===== config.mk =====
export PLATFORM = sky130hd
export DESIGN_NAME = wb_trace_capture
export DESIGN_NICKNAME = d
export VERILOG_FILES = /design/src/rtl/wb_trace_capture.sv
export SDC_FILE = /design/constraint.sdc
export NUM_CORES = 1
export LEC_CHECK = 0
export BUFFER_PORTS_ARGS = -buffer_cell sky130_fd_sc_hd__buf_2
export CAP_MARGIN = 20
export CORE_UTILIZATION = 44
export DETAILED_ROUTE_END_ITERATION = 16
export SYNTH_ARGS = -nofsm -noshare
export SYNTH_HDL_FRONTEND = slang
export SYNTH_SLANG_ARGS = --single-unit

===== constraint.sdc =====
create_clock -name clk -period 5.2 [get_ports clk]
set_input_delay 0.52 -clock clk [delete_from_list [all_inputs] [get_ports clk]]
set_output_delay 0.52 -clock clk [all_outputs]
set_load 0.02 [all_outputs]

===== src/rtl/wb_trace_capture.sv =====
// Writeback trace capture: records retired register writes in a show-ahead FIFO
// and keeps a rotate-XOR signature plus retire/drop counters.
module wb_trace_capture #(
    parameter int unsigned DEPTH     = 16,
    parameter bit          FILTER_X0 = 1'b1,
    parameter int unsigned CNT_W     = 16
) (
    input  logic                     clk,
    input  logic                     rst,
    input  logic                     capture_en,
    input  logic                     clear,
    input  logic                     wb_valid,
    input  logic [4:0]               wb_rd,
    input  logic [31:0]              wb_write_data,
    output logic                     rd_valid,
    input  logic                     rd_ready,
    output logic [36:0]              rd_data,
    output logic [$clog2(DEPTH):0]   fifo_level,
    output logic [31:0]              signature,
    output logic [CNT_W-1:0]         retire_cnt,
    output logic [CNT_W-1:0]         drop_cnt,
    output logic                     overflow
);

    localparam int unsigned PTR_W   = $clog2(DEPTH);
    localparam int unsigned LVL_W   = PTR_W + 1;
    localparam int unsigned ENTRY_W = 37;

    logic [ENTRY_W-1:0] mem [DEPTH];
    logic [PTR_W-1:0]   wr_ptr;
    logic [PTR_W-1:0]   rd_ptr;

    logic               ev_c;
    logic               full_c;
    logic               pop_c;
    logic               push_c;
    logic               drop_c;
    logic [LVL_W-1:0]   level_nxt_c;

    // Event qualification and FIFO handshake decode
    always_comb begin
        ev_c        = capture_en & wb_valid & ~(FILTER_X0 & (wb_rd == 5'd0));
        full_c      = (fifo_level == LVL_W'(DEPTH));
        pop_c       = rd_valid & rd_ready;
        push_c      = ev_c & (~full_c | pop_c);
        drop_c      = ev_c & full_c & ~pop_c;
        level_nxt_c = fifo_level + LVL_W'(push_c) - LVL_W'(pop_c);
    end

    // Storage needs no reset; only pointer-covered entries are ever read
    always_ff @(posedge clk) begin
        if (push_c) begin
            mem[wr_ptr] <= {wb_rd, wb_write_data};
        end
    end

    assign rd_data = mem[rd_ptr];

    // Pointers, level and registered valid
    always_ff @(posedge clk) begin
        if (!rst || clear) begin
            wr_ptr     <= '0;
            rd_ptr     <= '0;
            fifo_level <= '0;
            rd_valid   <= 1'b0;
        end else begin
            if (push_c) begin
                wr_ptr <= PTR_W'(wr_ptr + 1'b1);
            end
            if (pop_c) begin
                rd_ptr <= PTR_W'(rd_ptr + 1'b1);
            end
            fifo_level <= level_nxt_c;
            rd_valid   <= (level_nxt_c != '0);
        end
    end

    // Signature and saturating statistics; drops still sign and count as retired
    always_ff @(posedge clk) begin
        if (!rst || clear) begin
            signature  <= '0;
            retire_cnt <= '0;
            drop_cnt   <= '0;
            overflow   <= 1'b0;
        end else begin
            if (ev_c) begin
                signature <= {signature[30:0], signature[31]} ^ wb_write_data;
                if (retire_cnt != '1) begin
                    retire_cnt <= CNT_W'(retire_cnt + 1'b1);
                end
            end
            if (drop_c) begin
                overflow <= 1'b1;
                if (drop_cnt != '1) begin
                    drop_cnt <= CNT_W'(drop_cnt + 1'b1);
                end
            end
        end
    end

endmodule

==> impl_table.tex <==
\begin{tabular}{lr}
\hline
Metric & Value \\
\hline
\multicolumn{2}{l}{\textbf{Run status}} \\
\quad Status & finished clean \\
\multicolumn{2}{l}{\textbf{Layout}} \\
\quad Fill cell total of the finished layout & 4,644 \\
\quad Share of cells above drive strength 1 & 33.2\% \\
\quad Design Area, Final & 0.0303 mm\^{}2 \\
\quad Nets@finish & 1,507 \\
\quad P\&R area growth vs syn & 16.0\% \\
\quad Antenna fix cells & 0 \\
\multicolumn{2}{l}{\textbf{STA}} \\
\quad Final number of setup-violating endpoints & 0 \\
\quad Number of hold-slack violations in the final timing report & 0 \\
\quad Maximum achievable frequency & 0.272 GHz \\
\quad Number of pins exceeding their max-slew limit in the final report & 0 \\
\quad Worst rel slew slack & 31.7\% \\
\quad Unrepaired setup endpoints after global routing & false \\
\quad Post-route clock skew & 0.0207 ns \\
\quad TNS Setup & 0 ns \\
\quad Tcrit/Tclk final & 70.7\% \\
\quad Actual transition at the worst max-transition pin & 1.02 ns \\
\quad Worst slack on hold paths & 0.299 ns \\
\quad Final critical delay including setup and external delays & 3.68 ns \\
\multicolumn{2}{l}{\textbf{Routing}} \\
\quad Final WL & 55,800 um \\
\quad ANT nets after route & 0 \\
\quad Post-detailed-route DRC marker count & 0 \\
\quad Detailed-router iteration count before antenna repair & 4 \\
\quad Drt first-iter violations & 952 \\
\quad Via Count & 12,700 \\
\quad Average routed wire per standard cell & 24.5 um \\
\quad Post-detailed-route via-to-cell ratio & 5.58 \\
\multicolumn{2}{l}{\textbf{Synthesis}} \\
\quad Yosys warning total & 0 \\
\quad Synth Net Count & 1,317 \\
\quad Number of distinct library cells after synthesis & 53 \\
\quad Average cell area after synthesis & 20.7 um\^{}2 \\
\quad EDFF count, synth & 592 \\
\quad Gate count of the mapped netlist & 1,261 \\
\quad Most instantiated flip-flop cell in the synthesis netlist & sky130\_fd\_sc\_hd\_\_edfxtp\_1 \\
\quad Flops \& latches, synth & 675 \\
\quad FFs w/ async S/R, synth & 0\% \\
\quad Total standard cell area after synthesis & 0.0261 mm\^{}2 \\
\quad Sequential area share after synthesis & 74.5\% \\
\multicolumn{2}{l}{\textbf{CTS}} \\
\quad TritonCTS clock tree & built \\
\quad Cts repair resizes & 0 \\
\quad Number of clock sinks seen by CTS & 675 \\
\quad Clock root buffer & sky130\_fd\_sc\_hd\_\_clkbuf\_16 \\
\quad Post-CTS setup repair buffer count & 0 \\
\quad Clock slew at reported path FFs & 0.06 ns \\
\quad Total of hold buffers inserted after clock tree synthesis & 0 \\
\quad CTS HTree Levels & 3 \\
\quad CTS max path bufs & 3 \\
\quad Worst-skew pair later-pin latency & 0.60 ns \\
\quad Clock buffer count from CTS & 73 \\
\multicolumn{2}{l}{\textbf{Floorplan}} \\
\quad Core Box Area & 0.0581 mm\^{}2 \\
\quad Die width & 245 um \\
\quad Starting Density & 44.9\% \\
\quad Die area & 0.0603 mm\^{}2 \\
\quad Die Y & 245 um \\
\quad I/O pins & 151 \\
\quad Site row count & 88 \\
\multicolumn{2}{l}{\textbf{Global route}} \\
\quad Number of antenna violations at the first check in global routing & 2 \\
\quad First-pass GRT wire length & 84,400 um \\
\quad Global Route Usage Sum & 19.0\% \\
\quad Final global-route overflow total & 0 \\
\quad Pin count of the biggest net entering global routing & 78 \\
\quad Via count of the first global-routing pass & 13,200 \\
\multicolumn{2}{l}{\textbf{Hold path}} \\
\quad Number of cells traversed by the worst hold path & 4 \\
\quad Type of the worst min-delay path & in -> reg \\
\multicolumn{2}{l}{\textbf{Placed design}} \\
\quad Last weighted congestion value of the routability-driven placer & 0.773 \\
\quad PortBufs & 150 \\
\quad Total placed instance area & 0.0279 mm\^{}2 \\
\quad HPWL reported at the end of detailed placement & 31,400 um \\
\multicolumn{2}{l}{\textbf{Worst setup path}} \\
\quad CP max FO & 55 \\
\quad Data arrival time of the worst path & 3.16 ns \\
\quad Worst R2R Path Depth & 8 \\
\quad Category of the most critical setup path & reg -> out \\
\quad Required time reported for the critical path endpoint & 4.68 ns \\
\quad Critical path launch point type & register \\
\quad Setup crit end kind & output pin \\
\multicolumn{2}{l}{\textbf{Power and ir drop}} \\
\quad Pwr Density & 382 mW/mm\^{}2 \\
\quad Worst VDD drop & 0.000212 V \\
\quad Leakage power figure & 9.55 nW \\
\multicolumn{2}{l}{\textbf{Job}} \\
\quad Max Cap Violations & 0 \\
\hline
\end{tabular}
==> critical path, cell delays in order (launching register included) <==
cell,delay (ns)
sky130_fd_sc_hd__dfxtp_4,0.74
sky130_fd_sc_hd__buf_12,0.45
sky130_fd_sc_hd__mux4_2,0.58
sky130_fd_sc_hd__mux4_2,0.51
sky130_fd_sc_hd__buf_2,0.18
==> per-stage QoR <==
step	instances	util [%]	worst slack (ns)	total power [mW]
floorplan	1261	-	0.612	6.36
global placement	2141	47.9	1.79	6.55
detailed placement	2141	47.9	1.72	6.55
CTS	2276	52.0	1.37	11.7
global route	2276	52.0	1.31	11.9
finish	2276	52.0	1.52	11.6
==> sequential cells by signal, indices dropped and copies added (netlist names), named ones only <==
name        flops
signature      32
overflow        1
wr_ptr          4
fifo_level      5
retire_cnt     16
rd_valid        1
mem           592
rd_ptr          4
drop_cnt       16
==> cell type report <==
type	count	area, um^2	area share, %
clock inverter	35	310	1.03
tap	765	957	3.16
multi-input combinational	513	6410	21.2
clock buffer	100	2090	6.89
timing repair buffer	179	1010	3.33
sequential	675	19500	64.3
inverter	9	33.8	0.112
==> cells in the final DEF (no fill, tap or decap), types with 4 or more instances in the layout <==
cell,instances
sky130_fd_sc_hd__edfxtp_1,592
sky130_fd_sc_hd__mux4_2,185
sky130_fd_sc_hd__buf_2,150
sky130_fd_sc_hd__clkbuf_16,79
sky130_fd_sc_hd__dfxtp_1,79
sky130_fd_sc_hd__nor2_1,71
sky130_fd_sc_hd__xnor2_1,50
sky130_fd_sc_hd__a211oi_1,34
sky130_fd_sc_hd__buf_4,26
sky130_fd_sc_hd__nand2_1,24
sky130_fd_sc_hd__clkbuf_1,18
sky130_fd_sc_hd__a21oi_1,15
sky130_fd_sc_hd__clkinv_2,14
sky130_fd_sc_hd__nor2_4,12
sky130_fd_sc_hd__ha_1,12
sky130_fd_sc_hd__nand3_1,11
sky130_fd_sc_hd__clkinv_1,11
sky130_fd_sc_hd__nand4_1,10
sky130_fd_sc_hd__xor2_1,9
sky130_fd_sc_hd__inv_1,9
sky130_fd_sc_hd__and3_1,7
sky130_fd_sc_hd__nor3_1,7
sky130_fd_sc_hd__o21ai_0,6
sky130_fd_sc_hd__and2_1,5
sky130_fd_sc_hd__bufinv_16,5
sky130_fd_sc_hd__or3_1,4
sky130_fd_sc_hd__nor3_2,4
==> path summary, 6_finish.rpt <==
path                       end          start  slack [ns]
setup / recovery   rd_data[21]       register        1.52
hold / removal    drop_cnt[15]          clear        0.30
setup reg to reg    mem[4][13]  fifo_level[2]        1.90
hold reg to reg       overflow       overflow        0.48
==> cells in the mapped netlist (3+ instances only) <==
cell type                    n  area, um^2
sky130_fd_sc_hd__xor2_1      9        78.8
sky130_fd_sc_hd__nand4_1    10        62.6
sky130_fd_sc_hd__nand2_1    24        90.1
sky130_fd_sc_hd__or4_1       3        22.5
sky130_fd_sc_hd__inv_1       9        33.8
sky130_fd_sc_hd__and3_1      7        43.8
sky130_fd_sc_hd__buf_2       9        45.0
sky130_fd_sc_hd__edfxtp_1  592       17800
sky130_fd_sc_hd__buf_4      12        90.1
sky130_fd_sc_hd__o41ai_1     3        26.3
sky130_fd_sc_hd__mux4_2    185        4170
sky130_fd_sc_hd__nor4_1      3        18.8
sky130_fd_sc_hd__and2_1      5        31.3
sky130_fd_sc_hd__buf_6       4        45.0
sky130_fd_sc_hd__nand3_1    11        55.1
sky130_fd_sc_hd__clkbuf_1   29         109
sky130_fd_sc_hd__and4_1      3        26.3
sky130_fd_sc_hd__a21oi_1    15        75.1
sky130_fd_sc_hd__o21ai_0     6        30.0
sky130_fd_sc_hd__ha_1       12         150
sky130_fd_sc_hd__dfxtp_1    83        1660
sky130_fd_sc_hd__a211oi_1   34         255
sky130_fd_sc_hd__o31ai_1     3        22.5
sky130_fd_sc_hd__buf_1      10        37.5
sky130_fd_sc_hd__xnor2_1    50         438
sky130_fd_sc_hd__o311ai_0    3        26.3
sky130_fd_sc_hd__nor3_1     11        55.1
sky130_fd_sc_hd__or3_1       4        25.0
sky130_fd_sc_hd__nand2b_1    4        25.0
sky130_fd_sc_hd__nor2_1     83         312
==> routing by layer <==
layer / GRT usage (%) / vias up / wire length [um]
met5: 0 / - / 10
met4: 4.99 / 2 / 900
met3: 3.53 / 75 / 3010
met2: 30.0 / 336 / 26600
met1: 27.2 / 6700 / 25200
li1: - / 5577 / -
==> logic make-up (layout without fill, tap and decap cells) <==
kind of cell    after synthesis  in the layout  share of synthesized area (%)
flops                       675            675                           74.5
mux                         186            186                           16.0
simple gates                181            181                           3.42
compound gates               74             74                           2.02
buf+inv                      73            323                           1.38
xor+xnor                     59             59                           1.98
fa+ha+maj                    13             13                          0.652
==> report_power, final <==
group / leakage (nW) / internal (mW) / switching (mW)
sequential: 6.01 / 5.93 / 0.0277
combinational: 2.37 / 0.186 / 0.289
clock: 1.18 / 3.07 / 2.06
No activity file was read; power rests on OpenSTA's default activity.
